==> config.mk <==
export PLATFORM = sky130hd
export DESIGN_NAME = data_pipe
export DESIGN_NICKNAME = d
export VERILOG_FILES = /design/src/rtl/data_pipe_pkg.sv /design/src/rtl/data_pipe_stage.sv /design/src/rtl/data_pipe.sv
export SDC_FILE = /design/constraint.sdc
export NUM_CORES = 1
export LEC_CHECK = 0
export ABC_AREA = 1
export CORE_MARGIN = 3
export CORE_UTILIZATION = 52
export DETAILED_ROUTE_END_ITERATION = 7
export HOLD_SLACK_MARGIN = 0.06
export PLACE_DENSITY = 0.9
export SYNTH_ARGS = -nofsm -noshare
export SYNTH_HDL_FRONTEND = slang
export SYNTH_SLANG_ARGS = --single-unit
==> constraint.sdc <==
create_clock -name clk_i -period 4.58 [get_ports clk_i]
set_clock_uncertainty 0.05 [all_clocks]
set_input_delay 0.916 -clock clk_i [delete_from_list [all_inputs] [get_ports clk_i]]
set_output_delay 0.916 -clock clk_i [all_outputs]
set_load 0.03 [all_outputs]
==> src/rtl/data_pipe_pkg.sv <==
// Shared constants and helpers for the elastic data pipeline.
// Optional flush port is enabled by defining DATA_PIPE_FLUSH_EN.
package data_pipe_pkg;

    localparam int DEF_WIDTH = 8;
    localparam int DEF_DEPTH = 3;

    function automatic int clog2_plus1(input int depth);
        return $clog2(depth + 1);
    endfunction

endpackage

==> src/rtl/data_pipe_stage.sv <==
// One elastic pipeline stage: valid flag plus data register.
// Data is only written by a valid incoming beat, so bubbles keep old data.
module data_pipe_stage #(
    parameter int               WIDTH       = 8,
    parameter logic [WIDTH-1:0] RESET_VALUE = '0
) (
    input  logic             clk_i,
    input  logic             rst_i,
    input  logic             flush_i,
    input  logic             load_i,
    input  logic             valid_i,
    input  logic [WIDTH-1:0] data_i,
    output logic             valid_o,
    output logic [WIDTH-1:0] data_o
);

    always_ff @(posedge clk_i) begin
        if (rst_i) begin
            valid_o <= 1'b0;
            data_o  <= RESET_VALUE;
        end else if (flush_i) begin
            valid_o <= 1'b0;
        end else if (load_i) begin
            valid_o <= valid_i;
            if (valid_i) begin
                data_o <= data_i;
            end
        end
    end

endmodule

==> src/rtl/data_pipe.sv <==
// Elastic register pipeline with valid/ready handshake and occupancy count.
// Define DATA_PIPE_FLUSH_EN to add the flush_i port.
module data_pipe
    import data_pipe_pkg::*;
#(
    parameter int               WIDTH       = DEF_WIDTH,
    parameter int               DEPTH       = DEF_DEPTH,
    parameter logic [WIDTH-1:0] RESET_VALUE = '0
) (
    input  logic                             clk_i,
    input  logic                             rst_i,
`ifdef DATA_PIPE_FLUSH_EN
    input  logic                             flush_i,
`endif
    input  logic                             valid_i,
    output logic                             ready_o,
    input  logic [WIDTH-1:0]                 data_i,
    output logic                             valid_o,
    input  logic                             ready_i,
    output logic [WIDTH-1:0]                 data_o,
    output logic [clog2_plus1(DEPTH)-1:0]    count_o
);

    localparam int CW = clog2_plus1(DEPTH);

    if (WIDTH == 0 || DEPTH == 0) begin : g_param_chk
        $error("data_pipe: WIDTH and DEPTH must be non-zero");
    end

    logic             flush;
    logic [DEPTH-1:0] vld;
    logic [DEPTH:0]   acc;
    logic [WIDTH-1:0] stg_data [DEPTH];
    logic             xfer_in;
    logic             xfer_out;

`ifdef DATA_PIPE_FLUSH_EN
    assign flush = flush_i;
`else
    assign flush = 1'b0;
`endif

    // A stage can take a beat if it is empty or its successor accepts.
    always_comb begin
        acc        = '0;
        acc[DEPTH] = ready_i;
        for (int n = DEPTH - 1; n >= 0; n--) begin
            acc[n] = !vld[n] | acc[n+1];
        end
    end

    for (genvar n = 0; n < DEPTH; n++) begin : g_stage
        logic             in_vld;
        logic [WIDTH-1:0] in_data;

        if (n == 0) begin : g_head
            assign in_vld  = valid_i;
            assign in_data = data_i;
        end else begin : g_body
            assign in_vld  = vld[n-1];
            assign in_data = stg_data[n-1];
        end

        data_pipe_stage #(
            .WIDTH       (WIDTH),
            .RESET_VALUE (RESET_VALUE)
        ) u_stage (
            .clk_i   (clk_i),
            .rst_i   (rst_i),
            .flush_i (flush),
            .load_i  (acc[n]),
            .valid_i (in_vld),
            .data_i  (in_data),
            .valid_o (vld[n]),
            .data_o  (stg_data[n])
        );
    end

    assign ready_o  = acc[0] & !flush;
    assign valid_o  = vld[DEPTH-1];
    assign data_o   = stg_data[DEPTH-1];
    assign xfer_in  = valid_i & ready_o;
    assign xfer_out = valid_o & ready_i;

    always_ff @(posedge clk_i) begin
        if (rst_i || flush) begin
            count_o <= '0;
        end else begin
            count_o <= count_o + CW'(xfer_in) - CW'(xfer_out);
        end
    end

endmodule

==> Yosys cells after proc, flatten, opt, wreduce, memory -nomap -nowiden <==
Index checks and enable logic that the tools add are counted.
{ "totals": {"reg_bits": 29, "elab_cells": 20, "in_bits": 12, "out_inout_bits": 12} }
{ "classes": {"add_sub_neg": 2, "n_bitwise": 5, "reduce_logical": 6} }
{ "op_table": {"columns": ["op", "n"], "rows": [
  ["$reduce_and A2 Y1", 3],
  ["$logic_not A1 Y1", 3],
  ["$or A1 B1 Y1", 3],
  ["$add A2 B1 Y2", 1],
  ["$and A1 B1 Y1", 2],
  ["$sub A2 B1 Y2", 1]
]} }

==> Longest topological paths before layout <==
{ "depth": {"ltp_word": 7, "depth_mapped": 10, "ltp_nobuf": 10} }

==> By module <==
From an unflattened synthesis, not the netlist that was laid out.
{ "hier_totals": {"cells_unflattened": 199, "hier_area_um2": 1327.5} }
{ "modules_own_cells": {"columns": ["module", "seq_area_each_um2", "cells_per_inst", "area_per_inst_um2", "instances"], "rows": [
  ["data_pipe_stage", 180.2, 58, 391.6, 3],
  ["data_pipe", 40.0, 25, 152.6, 1]
]} }

==> Worst setup path before layout <==
OpenSTA, ideal clock, no wires.
{ "synth_timing": {"path_type": "input to output", "start": "input port ready_i", "end": "output port ready_o", "path_buffers": 1, "required_time_ps": 3614, "cell_stages": 3, "arrival_ps": 1357, "slack_ps": 2257, "cell_sequence": "inv_1 > nand4_4 > buf_6"} }
{ "synth_via": {"elab_chain_cells": 3} }
{ "synth_lines": {"columns": ["item", "line", "text"], "rows": [
  ["start, declared", "data_pipe.sv:19", "input logic ready_i,"],
  ["$or A1 B1 Y1 (3 in series)", "data_pipe.sv:48", "acc[n] = !vld[n] | acc[n+1];"],
  ["end, declared", "data_pipe.sv:16", "output logic ready_o,"]
]} }
No other way between the ends.

==> Final worst setup path <==
Ends and elaborated chain as after synthesis.

==> flow_summary.toml <==
[worst_setup_path]
worstPathMaxFanout = 19
critPathLaunchType = "input pin"
crit_arrival_ns = 2.40
end_kind = "primary output"
cp_data_required_time_ns = 3.61
crit_type = "in -> out"

[timing]
fmax_ghz = 0.297
worst_slew_pin_slew_ns = 0.604
final.min_clock_period_ns = 3.37
hold_viol_final = 0
relSlewSlack_pct = 59.7
drv_slew = 0
finalSetupTns_ns = 0
rsz0062_at_grt = "no"
setup_ws_ns = 1.21
timing.final.crit_share_pct = 73.5
setup_viol_count_final = 0

[place]
gp_congestion = 0.732
dp_cells = 192
port_buffers = 23
dpl_cell_area_um2 = 1360
dp_slack_ns = 1.23
dp_hpwl_um = 1510

[floorplanning]
die_h_um = 52.5
dieArea_um2 = 2750
start_util_pct = 56.1
num_io_pins = 24
rows = 16
die_w_um = 52.5
core-area_um2 = 2000

[finish]
diodes = 0
fin_cells = 199
final_cell_mix = "nor2_1, dfxtp_1, clkdlybuf4s50_1"
drive_gt1_share_pct = 4.65
syn2layout_area_growth_pct = 25.8
fin_nets = 186
layout_commonest_cell = "nor2_1"
final_area_um2 = 1410
fill_cells = 168

[grt]
antenna_found_initial = 0
grt_pass1_wl_um = 3500
grt_pass1_vias = 846
grt_overflow_total = 0
grt_use_total_pct = 17.6
grt_max_degree = 26

[detailed_routing]
drt_wl_total_um = 2020
ant_nets = 0
post_drt_wl_per_cell_um = 10.2
vias = 943
viasPerCell = 4.74
drc = 0
drt_iter0_markers = 19
dr.pass1.iters = 4

[min_path]
hold_class = "reg -> reg"

[cts]
cts.path.max_buffers = 2
post_cts_resized = 0
cts-htree-levels = 2
holdBufCountCts = 0
cts_tree = "done"
path_clk_slew_ns = 0.08
clock_latency_ns = 0.32
cts_setup_buffers = 0
cts-root-buf = "clkbuf_4"
clock-sinks = 29
cts_buffers = 5

[run_status]
outcome = "finished clean"

[power_and_ir_drop]
p_leak_uw = 0.000641
ir_drop_mv = 0.244
powerDensity_nw_per_um2 = 356

[synthesis]
syn_nets = 161
synth-seq-cells = 29
synth.yosys.warnings = 0
post_synth_num_cell_types = 14
synth.cell_area_um2 = 1120
ys_seq_area_share_pct = 51.7
synth_area_per_cell_um2 = 7.63
syn-instance-count = 147

[run]
drv_cap = 0
-- registers in the layout (all words and copies together) (netlist names) --
register,cells
g_stage.u_stage.valid_o,3
count_o,2
g_stage.u_stage.data_o,24
-- final timing paths --
path,start,endpoint,slack (ns),cells past startpoint
min,g_stage[1].u_stage.data_o[6],g_stage[1].u_stage.data_o[6],0.43,2
max reg2reg,g_stage[2].u_stage.valid_o,count_o[1],2.65,9
max,ready_i,ready_o,1.21,4
min reg2reg,g_stage[1].u_stage.data_o[6],g_stage[1].u_stage.data_o[6],0.43,2
-- critical path, stage by stage --
cell and delay (ns):
clkdlybuf4s50_1 0.42, inv_1 0.13, nand4_4 0.24, clkdlybuf4s50_1 0.68
-- Yosys cell counts --
| master | instances | area (µm²) |
|---|---|---|
| a21oi_1 | 11 | 55.1 |
| buf_2 | 3 | 15.0 |
| buf_6 | 1 | 11.3 |
| clkbuf_1 | 1 | 3.75 |
| dfxtp_1 | 29 | 581 |
| ha_1 | 2 | 25.0 |
| inv_1 | 15 | 56.3 |
| nand2_1 | 14 | 52.6 |
| nand2_2 | 1 | 6.26 |
| nand3_1 | 9 | 45.0 |
| nand4_4 | 1 | 21.3 |
| nor2_1 | 43 | 161 |
| o21ai_0 | 16 | 80.1 |
| xor2_1 | 1 | 8.76 |
-- stage by stage --
stage / total power [µW] / utilization [%] / hold slack (ns)
6_report: 502 / 70.5 / 0.431
5_1_grt: 526 / 70.5 / 0.453
4_1_cts: 506 / 70.5 / 0.435
3_5_place_dp: 358 / 67.8 / 0.415
3_3_place_gp: 353 / 67.8 / 0.407
2_1_floorplan: 329 / - / 0.396
-- cell type report --
class | instances | area, µm² | share of cell area [%]
Tap cell | 27 | 33.8 | 2.39
Inverter | 15 | 56.3 | 3.99
Timing Repair Buffer | 23 | 230 | 16.3
Sequential cell | 29 | 581 | 41.1
Multi-Input combinational cell | 98 | 455 | 32.3
Clock buffer | 7 | 55.1 | 3.90
-- layer usage --
| metal | vias to the layer above | wire length (µm) | track usage, % |
|---|---|---|---|
| li1 | 514 | - | - |
| met1 | 399 | 880 | 19.4 |
| met2 | 25 | 989 | 29.5 |
| met3 | 5 | 126 | 6.84 |
| met4 | 0 | 25 | 7.66 |
| met5 | - | 0 | 0 |
-- cells by family after synthesis --
kind of cell	Yosys count	synth area share, %
fa+ha+maj	2	2.23
compound gates	27	12.0
simple gates	68	25.5
xor+xnor	1	0.781
flops	29	51.7
buf+inv	20	7.69
-- power by group --
group	leakage [µW]	internal, µW	total (µW)	switching [µW]
Sequential	0.000239	268	277	9.03
Clock	0.0000314	72.3	150	78.2
Combinational	0.000371	33.0	73.9	41.0
Power figures use the tool's default switching activity.
